File: src/rtl/mips_ctrl_pkg.sv
// Shared encodings for the multicycle MIPS control unit: opcodes, FSM states
// and the datapath select codes driven by the controller.
package mips_ctrl_pkg;

    localparam logic [5:0] OP_RTYPE = 6'b000000;
    localparam logic [5:0] OP_LW    = 6'b100011;
    localparam logic [5:0] OP_SW    = 6'b101011;
    localparam logic [5:0] OP_BEQ   = 6'b000100;
    localparam logic [5:0] OP_ADDI  = 6'b001000;
    localparam logic [5:0] OP_J     = 6'b000010;

    typedef enum logic [3:0] {
        S_FETCH  = 4'd0,
        S_DECODE = 4'd1,
        S_MEMADR = 4'd2,
        S_MEMRD  = 4'd3,
        S_MEMWB  = 4'd4,
        S_MEMWR  = 4'd5,
        S_EXEC   = 4'd6,
        S_ALUWB  = 4'd7,
        S_BRANCH = 4'd8,
        S_ADDIEX = 4'd9,
        S_ADDIWB = 4'd10,
        S_JUMP   = 4'd11
    } state_t;

    localparam logic [1:0] ALUOP_ADD   = 2'b00;
    localparam logic [1:0] ALUOP_SUB   = 2'b01;
    localparam logic [1:0] ALUOP_FUNCT = 2'b10;

    localparam logic [1:0] SRCB_RT     = 2'b00;
    localparam logic [1:0] SRCB_FOUR   = 2'b01;
    localparam logic [1:0] SRCB_IMM    = 2'b10;
    localparam logic [1:0] SRCB_IMM_SH = 2'b11;

    localparam logic [1:0] PCSRC_ALU    = 2'b00;
    localparam logic [1:0] PCSRC_ALUOUT = 2'b01;
    localparam logic [1:0] PCSRC_JUMP   = 2'b10;

endpackage

File: src/rtl/mc_control_fsm_pc_write_logic.sv
// PC load enable: unconditional write, or conditional write gated by the
// ALU zero flag (taken beq).
module pc_write_logic (
    input  logic PCWrite,
    input  logic PCWriteCond,
    input  logic zero,
    output logic pc_en
);

    assign pc_en = PCWrite | (PCWriteCond & zero);

endmodule

File: src/rtl/mc_control_fsm.sv
// Multicycle MIPS main control: Moore FSM over the shared datapath. Outputs
// are combinational decodes of the state register plus zero/mem_ready.
module mc_control_fsm
    import mips_ctrl_pkg::*;
(
    input  logic       clk,
    input  logic       rst_n,
    input  logic [5:0] opcode,
    input  logic       zero,
    input  logic       mem_ready,
    output logic       IorD,
    output logic       MemRead,
    output logic       MemWrite,
    output logic       IRWrite,
    output logic       RegDst,
    output logic       MemtoReg,
    output logic       RegWrite,
    output logic       ALUSrcA,
    output logic [1:0] ALUSrcB,
    output logic [1:0] ALUOp,
    output logic [1:0] PCSrc,
    output logic       pc_en,
    output logic       retire,
    output logic       illegal_op,
    output logic [3:0] state
);

    state_t state_q, state_d;
    logic   pc_write, pc_write_cond;

    always_ff @(posedge clk or negedge rst_n) begin
        if (!rst_n) state_q <= S_FETCH;
        else        state_q <= state_d;
    end

    assign state = state_q;

    always_comb begin
        state_d       = state_q;
        IorD          = 1'b0;
        MemRead       = 1'b0;
        MemWrite      = 1'b0;
        IRWrite       = 1'b0;
        RegDst        = 1'b0;
        MemtoReg      = 1'b0;
        RegWrite      = 1'b0;
        ALUSrcA       = 1'b0;
        ALUSrcB       = SRCB_RT;
        ALUOp         = ALUOP_ADD;
        PCSrc         = PCSRC_ALU;
        pc_write      = 1'b0;
        pc_write_cond = 1'b0;
        retire        = 1'b0;
        illegal_op    = 1'b0;
        case (state_q)
            S_FETCH: begin
                MemRead  = 1'b1;
                ALUSrcB  = SRCB_FOUR;
                IRWrite  = mem_ready;
                pc_write = mem_ready;
                if (mem_ready) state_d = S_DECODE;
            end
            S_DECODE: begin
                // Branch target is precomputed here into ALUOut.
                ALUSrcB = SRCB_IMM_SH;
                case (opcode)
                    OP_LW, OP_SW: state_d = S_MEMADR;
                    OP_RTYPE:     state_d = S_EXEC;
                    OP_BEQ:       state_d = S_BRANCH;
                    OP_ADDI:      state_d = S_ADDIEX;
                    OP_J:         state_d = S_JUMP;
                    default: begin
                        illegal_op = 1'b1;
                        state_d    = S_FETCH;
                    end
                endcase
            end
            S_MEMADR: begin
                ALUSrcA = 1'b1;
                ALUSrcB = SRCB_IMM;
                state_d = (opcode == OP_SW) ? S_MEMWR : S_MEMRD;
            end
            S_MEMRD: begin
                MemRead = 1'b1;
                IorD    = 1'b1;
                if (mem_ready) state_d = S_MEMWB;
            end
            S_MEMWB: begin
                MemtoReg = 1'b1;
                RegWrite = 1'b1;
                retire   = 1'b1;
                state_d  = S_FETCH;
            end
            S_MEMWR: begin
                MemWrite = 1'b1;
                IorD     = 1'b1;
                retire   = mem_ready;
                if (mem_ready) state_d = S_FETCH;
            end
            S_EXEC: begin
                ALUSrcA = 1'b1;
                ALUOp   = ALUOP_FUNCT;
                state_d = S_ALUWB;
            end
            S_ALUWB: begin
                RegDst   = 1'b1;
                RegWrite = 1'b1;
                retire   = 1'b1;
                state_d  = S_FETCH;
            end
            S_BRANCH: begin
                ALUSrcA       = 1'b1;
                ALUOp         = ALUOP_SUB;
                PCSrc         = PCSRC_ALUOUT;
                pc_write_cond = 1'b1;
                retire        = 1'b1;
                state_d       = S_FETCH;
            end
            S_ADDIEX: begin
                ALUSrcA = 1'b1;
                ALUSrcB = SRCB_IMM;
                state_d = S_ADDIWB;
            end
            S_ADDIWB: begin
                RegWrite = 1'b1;
                retire   = 1'b1;
                state_d  = S_FETCH;
            end
            S_JUMP: begin
                PCSrc    = PCSRC_JUMP;
                pc_write = 1'b1;
                retire   = 1'b1;
                state_d  = S_FETCH;
            end
            default: state_d = S_FETCH;
        endcase
    end

    pc_write_logic u_pc_write (
        .PCWrite     (pc_write),
        .PCWriteCond (pc_write_cond),
        .zero        (zero),
        .pc_en       (pc_en)
    );

endmodule
File: config.mk
export PLATFORM = sky130hd
export DESIGN_NAME = mc_control_fsm
export DESIGN_NICKNAME = d
export VERILOG_FILES = /design/src/rtl/mips_ctrl_pkg.sv /design/src/rtl/mc_control_fsm_pc_write_logic.sv /design/src/rtl/mc_control_fsm.sv
export SDC_FILE = /design/constraint.sdc
export NUM_CORES = 1
export LEC_CHECK = 0
export BUFFER_PORTS_ARGS = -buffer_cell sky130_fd_sc_hd__buf_2
export CAP_MARGIN = 40
export CORE_MARGIN = 3
export CORE_UTILIZATION = 38
export DETAILED_ROUTE_END_ITERATION = 6
export PLACE_DENSITY = 0.73
export REMOVE_ABC_BUFFERS = 1
export SYNTH_ARGS = -nofsm -noshare
export SYNTH_HDL_FRONTEND = slang
export SYNTH_SLANG_ARGS = --single-unit
File: constraint.sdc
create_clock -name clk -period 1.05 [get_ports clk]
set_input_delay 0.105 -clock clk [delete_from_list [all_inputs] [get_ports clk]]
set_output_delay 0.105 -clock clk [all_outputs]
set_load 0.005 [all_outputs]
Yosys cells after proc, flatten, opt, wreduce, memory -nomap -nowiden --
Cells that the tools add are included.
Cells by class: reduce and logical (&&, ||, !) cells 11, equality and inequality tests 19, add/subtract/negate cells 0, $mul 0, bitwise logic cells 2, shifts and indexed selects 0, order comparisons 0, divide/modulo/power cells 0, muxes and demuxes 22
Operator list (count):
- case mux 4 bit (7 select lines) | 1
- case mux 4 bit (5 select lines) | 1
- == test 4 x 3 -> 1 bit (second input constant) | 4
- == test 4 bit (second input constant) | 4
- == test 6 bit (second input constant) | 2
- 2-to-1 mux 4 bit | 3
- 2-to-1 mux 1 bit | 11
- == test 4 x 2 -> 1 bit (second input constant) | 2
- case mux 2 bit (2 select lines) | 2
- OR reduction 2 bit | 4
- == test 6 x 2 -> 1 bit (second input constant) | 1
- == test 6 x 3 -> 1 bit (second input constant) | 1
- == test 6 x 4 -> 1 bit (second input constant) | 1
- zero test 6 bit | 1
- != test 2 bit (second input constant) | 3
- case mux 2 bit (3 select lines) | 1
- OR reduction 6 bit | 1
- OR reduction 5 bit | 1
- == test 4 x 1 -> 1 bit (second input constant) | 1
- zero test 4 bit | 1
- case mux 1 bit (2 select lines) | 2
- OR reduction 4 bit | 1
- 2-to-1 mux 3 bit | 1
- AND reduction 3 bit | 1
- other kinds (3) | 3
Storage, ports and cells: bits in writable memories 0, bits of input ports 10, latch bits 0, memories kept 0, memory bits (read-only) 0, logic and storage cells 55, bits in registers 4

Logic depth before layout (Yosys ltp) --
Gate-level depths: netlist (run 1).
depth in word-level cells 4, mapped depth 5, gate-level depth less buffers 4

Cells and area by module --
A second synthesis (run 1) with hierarchy kept.
Second synthesis, totals: cells, all modules 81, area total of the unflattened synthesis 541.8 um^2
Modules (own cells, without submodules):
- mc_control_fsm | seq. area each 100.1 um^2, cells an instance 80, times used 1, area an instance 534.3 um^2
- pc_write_logic | seq. area each 0.0 um^2, cells an instance 1, times used 1, area an instance 7.5 um^2

Least setup slack after synthesis (run 1) --
No wires, ideal clock.
kind reg2out, from register state_q[1] (netlist: state[1]), to output PCSrc[0], arrival 1122 ps, cell stages (with the launch flop) 5, path slack -177 ps, cells stage by stage dfrtp_1 clkbuf_1 buf_6 nor3_1 buf_4
On the way: word-level cells in the longest chain between the ends 2
Ends and longest elaborated chain:
- from (decl) | RTL line mc_control_fsm.sv:28 | state_t state_q, state_d;
- from (signal assigned) | RTL line mc_control_fsm.sv:33 | else state_q <= state_d;
- == test 4 bit | RTL line mc_control_fsm.sv:55 | case (state_q)
- case mux 2 bit (2 select lines) * | RTL line mc_control_fsm.sv:55
- to (decl) | RTL line mc_control_fsm.sv:21 | output logic [1:0] PCSrc,
Mark *: on every way between the ends. The rest lies on a longest branch, timed or not.

Worst setup path in the final report (run 1) --
from register state_q[0] (netlist: state[0]), to output ALUSrcB[1]
On the way: word-level cells in the longest chain between the ends 3
Ends and longest elaborated chain:
- == test 4 bit / == test 4 x 2 -> 1 bit (equally long branches) | RTL line mc_control_fsm.sv:55
- OR reduction 2 bit (no source line)
- case mux 2 bit (3 select lines) * | RTL line mc_control_fsm.sv:55
- to (decl) | RTL line mc_control_fsm.sv:19 | output logic [1:0] ALUSrcB,
Marks and branches as above.

==> results of run 1 <==
## power groups by stage
stage / sequential [W] / combinational (W) / clock (W)
2_1_floorplan: 0.000317 / 0.000449 / 0
3_3_place_gp: 0.000230 / 0.00109 / 0
3_5_place_dp: 0.000233 / 0.00112 / 0
4_1_cts: 0.000255 / 0.00137 / 0.000184
5_1_grt: 0.000271 / 0.00189 / 0.000206
6_report: 0.000269 / 0.00179 / 0.000186
## layout make-up
class                   count  area (um^2)  share of cell area (%)
clock buffers               3         22.5                    1.84
inverters                   4         20.0                    1.64
multi-input cells          63          523                    42.8
flip-flops and latches      4          104                    8.50
well taps                  15         18.8                    1.54
repair buffers             71          534                    43.7
## through the flow
step / cell area, um^2 / setup WS [ns] / hold WS [ns] / instances
2_1_floorplan: 508 / -0.207 / -0.191 / 71
3_3_place_gp: 865 / -0.165 / -0.0886 / 141
3_5_place_dp: 865 / -0.204 / -0.0863 / 141
4_1_cts: 1080 / -0.321 / 0.206 / 153
5_1_grt: 1220 / -0.529 / 0.244 / 160
6_report: 1220 / -0.462 / 0.242 / 160
## synthesized netlist by cell type (2+ instances only)
master	count	share of area, %
buf_4	2	2.7
buf_6	2	4.1
o21ai_1	3	2.7
inv_1	3	2.0
nor3_1	7	6.3
xnor2_1	2	3.2
nor4_1	2	2.3
o41ai_1	2	3.2
a21oi_1	4	3.6
and3_1	4	4.5
dfrtp_1	4	18
nor2_1	9	6.1
nand2b_1	6	6.8
nand2_1	4	2.7
o21ai_0	3	2.7
## path summary, 6_finish.rpt
kind                       depth (start not counted)      start         end  slack [ns]
max in group asynchronous                          2      rst_n    state[1]        0.68
min reg2reg                                        3   state[3]    state[0]        0.78
max reg2reg                                        6   state[2]    state[2]       -0.44
min in group clk                                   2  mem_ready    state[2]        0.29
min                                                2      rst_n    state[0]        0.24
max                                                5   state[0]  ALUSrcB[1]       -0.46
## kinds of logic (layout without fill, tap and decap cells)
| group | after synthesis | after routing | share of synthesized area (%) |
|---|---|---|---|
| xor gates and xnor gates | 3 | 3 | 4.74 |
| and+or+nand+nor | 35 | 35 | 32.1 |
| muxes | 2 | 2 | 3.84 |
| AOI/OAI and AO/OA | 23 | 23 | 29.3 |
| buffers and inverters | 10 | 78 | 12.0 |
| DFF | 4 | 4 | 18.1 |
## what timing repair did
action                                  in CTS  in global routing
endpoints found under the hold margin        4                  0
endpoints found under the setup margin      23                 24
setup buffers                                8                  7
hold buffers                                 1                  0
pin swaps                                    7                  5
resized for setup                           36                 17
## worst max-delay path, stage by stage (launching register included)
cell and delay, ns:
dfrtp_1 0.41, nand2b_4 0.19, nor2_4 0.16, inv_2 0.07, a21oi_1 0.20, buf_2 0.16
## metal layers
layer | share of wire (%) | vias to the layer above | global-route usage (%)
li1 | - | 424 | -
met1 | 36 | 447 | 30.2
met2 | 49 | 88 | 50.0
met3 | 11 | 16 | 4.07
met4 | 4.1 | 0 | 15.1
met5 | 0 | - | 0
==> out/results.ini, run 1 <==
[setup_path]
cp.arrival_ns = 1.41
crit_type = reg -> out
worstPathMaxFanout = 4
critPathCaptureType = output pin
worstSetupStartpointType = register
worst_ep_required_time_ns = 0.94

[power_and_ir_drop]
pwr-share-seq_pct = 12.0
p_sw_w = 0.000966
clockPowerShare_pct = 8.3
ir_drop_v = 0.00146
total_power_w = 0.00225
cellPowerDensity_mw_per_mm2 = 1840
p_leak_nw = 0.589
p_sw_share_pct = 43.0
combPwrFrac_pct = 79.8
power.internal_w = 0.00128

[cts]
cts.sinks = 4
numCtsBuffers = 3
clk_path_buf_depth = 2
clk_latency_ns = 0.23
root_buffer = clkbuf_4
cts_tree = built
path_clk_slew_ns = 0.04
h-tree-depth = 1

[routing]
drt_drc_violations_left = 0
via_count = 975
wl_per_cell_um = 20.9
vias_per_cell = 6.09
drt_iter0_drc = 57
drt-total-wl_mm = 3.34
drt-pass1-iter-count = 4
ant_nets = 0

[logic_synthesis]
ys_seq_area_share_pct = 18.1
async_reset_ff_share_pct = 100
synth_edf_count = 0
yosysUniqueCellTypes = 35
synth_seq_cells = 4
yosys_warnings = 0
synth_area_um2 = 554
avgSynthCellArea_um2 = 7.20
ys.flop_type = dfrtp_1
netlist_instances = 77

[timing]
skew_ns = 0.00109
final.setup.worst_slack_ns = -0.462
maxSlewHeadroom_pct = 67.8
setup_viol = 24
maxSlewViolCount = 0
worst_slew_pin_slew_ns = 0.476
min_period_ns = 1.51
finalHoldViolCount = 0
fin_crit_sh_pct = 144
tns_ns = -7.41
rsz0062_at_grt = true
fmax_mhz = 661

[placement]
dp.final_hpwl_mm = 1.58
place_congestion = 0.817
port-buffer-count = 30

[global_routing]
grt_usage_pct = 27.5
grt_antenna_before_repair = 0
grt_pass1_vias = 872
grt_max_degree = 9
gr-total-overflow = 0
grt_pass1_wl_mm = 3.96

[finish]
diodes = 0
fin_nets = 157
final_common_cell = buf_4
utilization_pct = 91.7
final_cell_mix = buf_4, buf_2, buf_6
syn_to_final_growth_pct = 121
layout-drive-gt1-share_pct = 73.1
fillers = 59
largest_reg_flops = 4

[floorplanning]
num_rows = 13
die_area_mm2 = 0.00195
die_x_um = 44.2
start_util_pct = 41.6
io_pins = 31
coreArea_mm2 = 0.00133
chipHeight_um = 44.2

[outcome]
outcome = finished with violations
violations = setup timing

[hold_path]
min_path_type = in -> async

[run]
drv_cap = 0

(Power assumes the default switching activity.)
==> run 2, diff against run 1 <==
--- a/config.mk
+++ b/config.mk
@@ -10,7 +10,7 @@
 export CORE_MARGIN = 3
 export CORE_UTILIZATION = 38
 export DETAILED_ROUTE_END_ITERATION = 6
-export PLACE_DENSITY = 0.73
+export PLACE_DENSITY = 0.7
 export REMOVE_ABC_BUFFERS = 1
 export SYNTH_ARGS = -nofsm -noshare
 export SYNTH_HDL_FRONTEND = slang
==> run 2 against run 1 <==
The flow now stops in 5_1_grt. Synthesized area unchanged. Synthesized cell count is the same.
==> out/results.ini, run 2 <==
[placement]
port-buffer-count = 30  ; unchanged
dp.final_hpwl_mm = 1.54  ; was 1.58 mm
placed_cell_area_um2 = 887  ; was 865 um^2
place_congestion = 0.849  ; was 0.817

[timing]
postGrtWorstEndpoint = IRWrite
worst-ep-kind = output port

[floorplanning]
chipHeight_um = 44.2  ; unchanged
die_x_um = 44.2  ; unchanged
num_rows = 13  ; unchanged
start_util_pct = 41.6  ; unchanged
io_pins = 31  ; unchanged

[cts]
h-tree-depth = 1  ; unchanged
root_buffer = clkbuf_4  ; unchanged
numCtsBuffers = 3  ; unchanged
clk_path_buf_depth = 2  ; unchanged
cts.sinks = 4  ; unchanged

[logic_synthesis]
synth_area_leaders = dfrtp_1, nand2b_1, nor3_1  ; unchanged
yosysUniqueCellTypes = 35  ; unchanged
synth_seq_cells = 4  ; unchanged
netlist_instances = 77  ; unchanged
avgSynthCellArea_um2 = 7.20  ; unchanged
synth_edf_count = 0  ; unchanged
ys_top_cells_by_count = nor2_1, nor3_1, nand2b_1  ; unchanged
yosysTopAreaCell = dfrtp_1  ; unchanged
ys_seq_area_share_pct = 18.1  ; unchanged
synth_area_um2 = 554  ; unchanged
synthMostInstantiatedCell = nor2_1  ; unchanged
async_reset_ff_share_pct = 100  ; unchanged
yosys_warnings = 0  ; unchanged
ys.flop_type = dfrtp_1  ; unchanged
yosys.area.top_type_share_pct = 18.1  ; unchanged

[outcome]
firstError = [ERROR DPL-0033] detailed placement checks failed during check placement.
stop_stage = 5_1_grt
outcome = did not finish  ; was finished with violations

[global_routing]
grt_antenna_before_repair = 0
grt_max_degree = 9

==> run 2: what timing repair did <==
action	CTS
buffers inserted	4
endpoints found under the setup margin	23
resized for setup	42
pin swaps	8
endpoints found under the hold margin	4
hold buffers	1
==> run 2: logic make-up after synthesis <==
group	share of synthesized area, %
simple gates	32.1
compound gates	29.3
buf+inv	12.0
flops	18.1
xor+xnor	4.74
mux	3.84
==> run 2: metrics by stage <==
step / hold slack (ns) / cells / setup slack (ns) / utilization (%) / setup TNS (ns)
CTS: 0.204 / 152 / -0.350 / 83.9 / -5.40
global placement: -0.0873 / 144 / -0.211 / 66.5 / -2.52
detailed placement: -0.0868 / 144 / -0.251 / 66.5 / -2.75
floorplan: -0.191 / 71 / -0.207 / - / -1.53
==> run 3, diff against run 2 <==
--- a/config.mk
+++ b/config.mk
@@ -7,10 +7,10 @@
 export LEC_CHECK = 0
 export BUFFER_PORTS_ARGS = -buffer_cell sky130_fd_sc_hd__buf_2
 export CAP_MARGIN = 40
-export CORE_MARGIN = 3
-export CORE_UTILIZATION = 38
+export CORE_AREA = 3 3 64 66
 export DETAILED_ROUTE_END_ITERATION = 6
-export PLACE_DENSITY = 0.7
+export DIE_AREA = 0 0 67 69
+export PLACE_DENSITY_LB_ADDON = 0.15
 export REMOVE_ABC_BUFFERS = 1
 export SYNTH_ARGS = -nofsm -noshare
 export SYNTH_HDL_FRONTEND = slang
==> constraint.sdc (replaced) <==
create_clock -name clk -period 1.4 [get_ports clk]
set_input_delay 0.14 -clock clk [delete_from_list [all_inputs] [get_ports clk]]
set_output_delay 0.14 -clock clk [all_outputs]
set_load 0.005 [all_outputs]
==> run 3 against run 2 <==
The flow now finishes, with violations (setup timing).
==> out/results.ini, run 3 (same netlist as run 1, synthesis figures left out) <==
[power_and_ir_drop]
p_sw_share_pct = 41.4
ir_drop_v = 0.000345
p_sw_w = 0.000590
pwr-share-seq_pct = 13.5
combPwrFrac_pct = 69.2
clockPowerShare_pct = 17.3
cellPowerDensity_mw_per_mm2 = 1340
power.internal_w = 0.000835
p_leak_nw = 0.485

[setup_path]
worstPathMaxFanout = 7
worst_ep_required_time_ns = 1.26
path_cells = buf_4 -> inv_4 -> nand3_1 -> a22oi_2 -> buf_2
critPathBufInv = 3
critPathCaptureType = output pin
worstSetupStartpointType = register
crit_type = reg -> out
cp.arrival_ns = 1.31
crit_slowest_cell = dfrtp_2
critPathMaxStageDelay_ns = 0.45
ff2ff_setup_slack_ns = 0.04
r2r_cells = 7
cpLargestDelayFamily = flip-flops
rr_endpoint = state[1]
r2r-start = state[2]

[cts]
cts.sinks = 4  ; unchanged
numCtsBuffers = 3  ; unchanged
path_clk_slew_ns = 0.03
h-tree-depth = 1  ; unchanged
clk_path_buf_depth = 2  ; unchanged
cts_tree = built
clk_latency_ns = 0.22
root_buffer = clkbuf_8  ; was clkbuf_4

[global_routing]
grt_pass1_vias = 724
grt_pass1_wl_mm = 3.42
gr-total-overflow = 0
grt_antenna_before_repair = 0
grt_max_degree = 9
grt_usage_pct = 9.25

[floorplanning]
num_rows = 22  ; was 13
die_x_um = 67  ; was 44.2 um
chipHeight_um = 69  ; was 44.2 um
die_area_mm2 = 0.00462
start_util_pct = 15.3  ; was 41.6%
coreArea_mm2 = 0.00363
io_pins = 31  ; unchanged

[finish]
layout-drive-gt1-share_pct = 65.3
final_cell_mix = buf_2, buf_4, nor2_1
fin_area_mm2 = 0.00107
final_common_cell = buf_2
utilization_pct = 29.3
fin_nets = 136
largest_reg_flops = 4
diodes = 0
syn_to_final_growth_pct = 92.3
final_cell_count_no_fill = 172

[routing]
ant_nets = 0
drt_iter0_drc = 26
vias_per_cell = 4.48
drt_drc_violations_left = 0
wl_per_cell_um = 13.2
via_count = 770
drt-total-wl_mm = 2.27
drt-pass1-iter-count = 4

[timing]
fin_crit_sh_pct = 104
skew_ns = 0.000959
finalHoldViolCount = 0
maxSlewHeadroom_pct = 69.7
min_period_ns = 1.45
maxSlewViolCount = 0
rsz0062_at_grt = true
worst_slew_pin_slew_ns = 0.449
final.setup.worst_slack_ns = -0.0499
fmax_mhz = 690
setup_viol = 3

[outcome]
violations = setup timing
outcome = finished with violations  ; was did not finish

[placement]
dp.final_hpwl_mm = 1.64  ; was 1.54 mm
placed_cell_area_um2 = 793  ; was 887 um^2
dp_cells = 159  ; was 144
pre_cts_slack_ns = 0.0620  ; was -0.251 ns
port-buffer-count = 30  ; unchanged
place_congestion = 0.751  ; was 0.849

[hold_path]
min_path_type = in -> async

[run]
drv_cap = 0

run 3: final cells by class:
type / instances / area, um^2
Sequential cell: 4 / 104
Clock buffer: 3 / 41.3
Tap cell: 48 / 60.1
Multi-Input combinational cell: 63 / 508
Fill cell: 412 / 2570
Inverter: 4 / 22.5
Timing Repair Buffer: 50 / 330
run 3: how the worst max path moves through the flow:
stage / from / endpoint / slack, ns / cells past startpoint
floorplan: state[1] / ALUSrcB[1] / 0.11 / 4
global placement: opcode[0] / state[0] / 0.04 / 5
detailed placement: state[2] / RegWrite / 0.06 / 5
CTS: state[3] / RegWrite / -0.03 / 4
global route: state[3] / pc_en / -0.12 / 5
finish: state[3] / retire / -0.05 / 5
run 3: routing by layer:
metal	vias to the layer above	track usage (%)	wire length [um]
met4	0	3.38	0
met2	25	14.5	1120
met5	-	0	0
met1	365	12.6	1000
li1	380	-	-
met3	0	1.30	143
run 3: power groups by stage:
stage          clock (W)  combinational [W]  sequential (W)
6_report        0.000247           0.000985        0.000192
5_1_grt         0.000260            0.00108        0.000198
2_1_floorplan          0           0.000337        0.000237
3_3_place_gp           0           0.000755        0.000186
4_1_cts         0.000247           0.000886        0.000187
3_5_place_dp           0           0.000744        0.000186
run 3: what timing repair did:
| item | 4_1_cts | 5_1_grt |
|---|---|---|
| buffers inserted | 5 | 4 |
| pin swaps | 3 | 7 |
| resized for setup | 23 | 12 |
| setup endpoints to repair | 11 | 14 |
| hold endpoints to repair | 4 | 0 |
| hold buffers | 1 | 0 |
run 3: per-stage QoR:
stage	TNS, ns	hold slack, ns	power, W
final	-0.118	0.257	0.00142
after global routing	-0.505	0.281	0.00154
after CTS	-0.0686	0.257	0.00132
after detailed placement	0	-0.0496	0.000930
after global placement	0	-0.0533	0.000940
after floorplan	0	-0.156	0.000574
run 3: worst register-to-register path, stage by stage, from the launching register on:
cell and delay (ns):
dfrtp_2 0.44, buf_6 0.16, nor2_4 0.04, buf_4 0.12, buf_4 0.12, buf_4 0.12
o2111ai_1 0.08, o211ai_1 0.13
==> run 4, diff against run 3 <==
--- a/config.mk
+++ b/config.mk
@@ -7,6 +7,8 @@
 export LEC_CHECK = 0
 export BUFFER_PORTS_ARGS = -buffer_cell sky130_fd_sc_hd__buf_2
 export CAP_MARGIN = 40
+export CELL_PAD_IN_SITES_DETAIL_PLACEMENT = 0
+export CELL_PAD_IN_SITES_GLOBAL_PLACEMENT = 2
 export CORE_AREA = 3 3 64 66
 export DETAILED_ROUTE_END_ITERATION = 6
 export DIE_AREA = 0 0 67 69
==> run 4 against run 3 <==
The flow now finishes without violations. Critical endpoint is now pc_en. Global-route usage increased by 0.49 points. Die area unchanged. Design area decreased by 6.5%. Cell count decreased by 1.7%. Fmax increased by 3.6%. Critical path type unchanged. Combinational power decreased by 4.0%. Power decreased by 3.3%. Setup slack improved by 0.051 ns. Sequential power increased by 2%. Critical path depth unchanged. Sequential cell count unchanged. Wire length decreased by 0.53%.
==> out/results.ini, run 4 (same netlist as run 1, synthesis figures left out) <==
[global_routing]
grt_max_degree = 8  ; was 9
grt_pass1_vias = 720  ; was 724
grt_pass1_wl_mm = 3.57  ; was 3.42 mm
grt_usage_pct = 9.74  ; was 9.25%
gr-total-overflow = 0  ; unchanged
grt_antenna_before_repair = 0  ; unchanged

[routing]
vias_per_cell = 4.56  ; was 4.48
via_count = 770  ; unchanged
drt_iter0_drc = 29  ; was 26
drt-pass1-iter-count = 4  ; unchanged
wl_per_cell_um = 13.3  ; was 13.2 um
drt_drc_violations_left = 0  ; unchanged
drt-total-wl_mm = 2.25  ; was 2.27 mm
ant_nets = 0  ; unchanged

[cts]
clk_latency_ns = 0.21  ; was 0.22 ns
clk_path_buf_depth = 2  ; unchanged
h-tree-depth = 1  ; unchanged
cts_tree = built  ; unchanged
root_buffer = clkbuf_8  ; unchanged
numCtsBuffers = 3  ; unchanged
cts.sinks = 4  ; unchanged
path_clk_slew_ns = 0.03  ; about the same

[timing]
setup_viol = 0  ; was 3
fin_crit_sh_pct = 99.9  ; was 104%
worst_slew_pin_slew_ns = 0.434  ; was 0.449 ns
final.setup.worst_slack_ns = 0.00116  ; was -0.0499 ns
min_period_ns = 1.40  ; was 1.45 ns
whs_ns = 0.265  ; was 0.257 ns
fmax_mhz = 715  ; was 690 MHz
skew_ns = 0.00276  ; was 0.000959 ns
rsz0062_at_grt = true  ; unchanged
maxSlewHeadroom_pct = 70.8  ; was 69.7%
finalHoldViolCount = 0  ; unchanged
maxSlewViolCount = 0  ; unchanged

[setup_path]
r2r_cells = 5  ; was 7
cp.arrival_ns = 1.26  ; was 1.31 ns
ff2ff_setup_slack_ns = 0.14  ; was 0.04 ns
worstSetupStartpointType = register  ; unchanged
crit_type = reg -> out  ; unchanged
crit_start = state[1]  ; was state[3]
worst_ep_required_time_ns = 1.26  ; about the same
cpLargestDelayFamily = flip-flops  ; unchanged
path_cells = buf_6 -> nand2_2 -> a2bb2oi_1 -> nor2_1 -> buf_2  ; was buf_4 -> inv_4 -> nand3_1 -> a22oi_2 -> buf_2
crit_slowest_cell = dfrtp_2  ; unchanged
worstPathMaxFanout = 7  ; unchanged
rr_endpoint = state[2]  ; was state[1]
critPathMaxStageDelay_ns = 0.46  ; was 0.45 ns
critPathCaptureType = output pin  ; unchanged
r2r-start = state[2]  ; unchanged
critPathBufInv = 2  ; was 3

[floorplanning]
coreArea_mm2 = 0.00363  ; unchanged
chipHeight_um = 69  ; unchanged
die_x_um = 67  ; unchanged
die_area_mm2 = 0.00462  ; unchanged
io_pins = 31  ; unchanged
num_rows = 22  ; unchanged
start_util_pct = 15.3  ; unchanged

[power_and_ir_drop]
pwr-share-seq_pct = 14.2  ; was 13.5%
clockPowerShare_pct = 17.1  ; was 17.3%
combPwrFrac_pct = 68.7  ; was 69.2%
total_power_w = 0.00138  ; was 0.00142 W
ir_drop_v = 0.000355  ; was 0.000345 V
power.internal_w = 0.000815  ; was 0.000835 W
p_sw_w = 0.000562  ; was 0.000590 W
p_sw_share_pct = 40.8  ; was 41.4%
p_leak_nw = 0.456  ; was 0.485 nW
cellPowerDensity_mw_per_mm2 = 1380  ; was 1340 mW/mm^2

[finish]
final_cell_count_no_fill = 169  ; was 172
multi_input_area_um2 = 469  ; was 508 um^2
syn_to_final_growth_pct = 79.9  ; was 92.3%
fillers = 428  ; was 412
layout-drive-gt1-share_pct = 61.2  ; was 65.3%
largest_reg_flops = 4  ; unchanged
fin_nets = 133  ; was 136
regArea_um2 = 104  ; unchanged
utilization_pct = 27.4  ; was 29.3%
diodes = 0  ; unchanged
final_cell_mix = buf_2, buf_4, nor2_1, buf_6, nor3_1  ; was buf_2, buf_4, nor2_1
final_common_cell = buf_2  ; unchanged

[placement]
dp_cells = 159  ; unchanged
pre_cts_slack_ns = -0.00356  ; was 0.0620 ns
dp.final_hpwl_mm = 1.73  ; was 1.64 mm
place_congestion = 0.776  ; was 0.751
port-buffer-count = 30  ; unchanged

[run]
drv_cap = 0  ; unchanged

[hold_path]
min_path_type = in -> async  ; unchanged

[outcome]
outcome = finished clean  ; was finished with violations

[run 4: changes by cell type in the layout (fill, tap and decap cells not counted), sizes merged]
| cell | previous run | this run |
|---|---|---|
| buf | 49 | 46 |
[run 4: power groups by stage]
stage / logic (W) / clock network, W / registers (W)
global placement: 0.000797 / 0 / 0.000189
detailed placement: 0.000793 / 0 / 0.000186
CTS: 0.000908 / 0.000243 / 0.000197
finish: 0.000946 / 0.000235 / 0.000196
floorplan: 0.000337 / 0 / 0.000237
global route: 0.00104 / 0.000252 / 0.000202
[run 4: what timing repair did]
item                       CTS  global route
hold endpoints to repair     4             0
gates resized for setup     22             7
pin swaps                    4             1
hold buffers                 1             0
setup endpoints to repair   14            12
setup buffers                3             3
[run 4: worst max-delay path by stage]
stage / end / slack [ns] / cells past startpoint
2_1_floorplan: ALUSrcB[1] / 0.11 / 4
3_3_place_gp: state[1] / 0.03 / 3
3_5_place_dp: state[1] / -0.004 / 3
4_1_cts: illegal_op / -0.01 / 3
5_1_grt: RegWrite / -0.08 / 4
6_report: pc_en / 0.001 / 5
[run 4: routing by layer]
| metal | up-vias | GRT usage (%) | wire length (um) |
|---|---|---|---|
| met3 | 0 | 2.28 | 229 |
| met4 | 0 | 1.35 | 0 |
| met1 | 351 | 13.7 | 995 |
| met5 | - | 0 | 0 |
| met2 | 42 | 15.3 | 1030 |
| li1 | 377 | - | - |
[run 4: stage by stage]
step                      instance area [um^2]  setup TNS, ns
after global placement                     793              0
after global routing                       997         -0.477
after CTS                                  940        -0.0135
after detailed placement                   793       -0.00356
after floorplan                            508              0
final                                      997              0
[run 4: area by class of cell]
cell class                 count  share of cell area, %
tap                           48                   6.02
clock buffer                   3                   4.14
sequential                     4                   10.4
multi-input combinational     63                   47.1
inverter                       4                   2.01
timing repair buffer          47                   30.4
[run 4: worst reg2reg max path: cells and delay by family, from the launching register on]
| kind | cells | cell delay, ns |
|---|---|---|
| AO/OA/AOI/OAI | 3 | 0.38 |
| buffers and inverters | 1 | 0.16 |
| AND/OR/NAND/NOR | 1 | 0.15 |
| flip-flops | 1 | 0.45 |
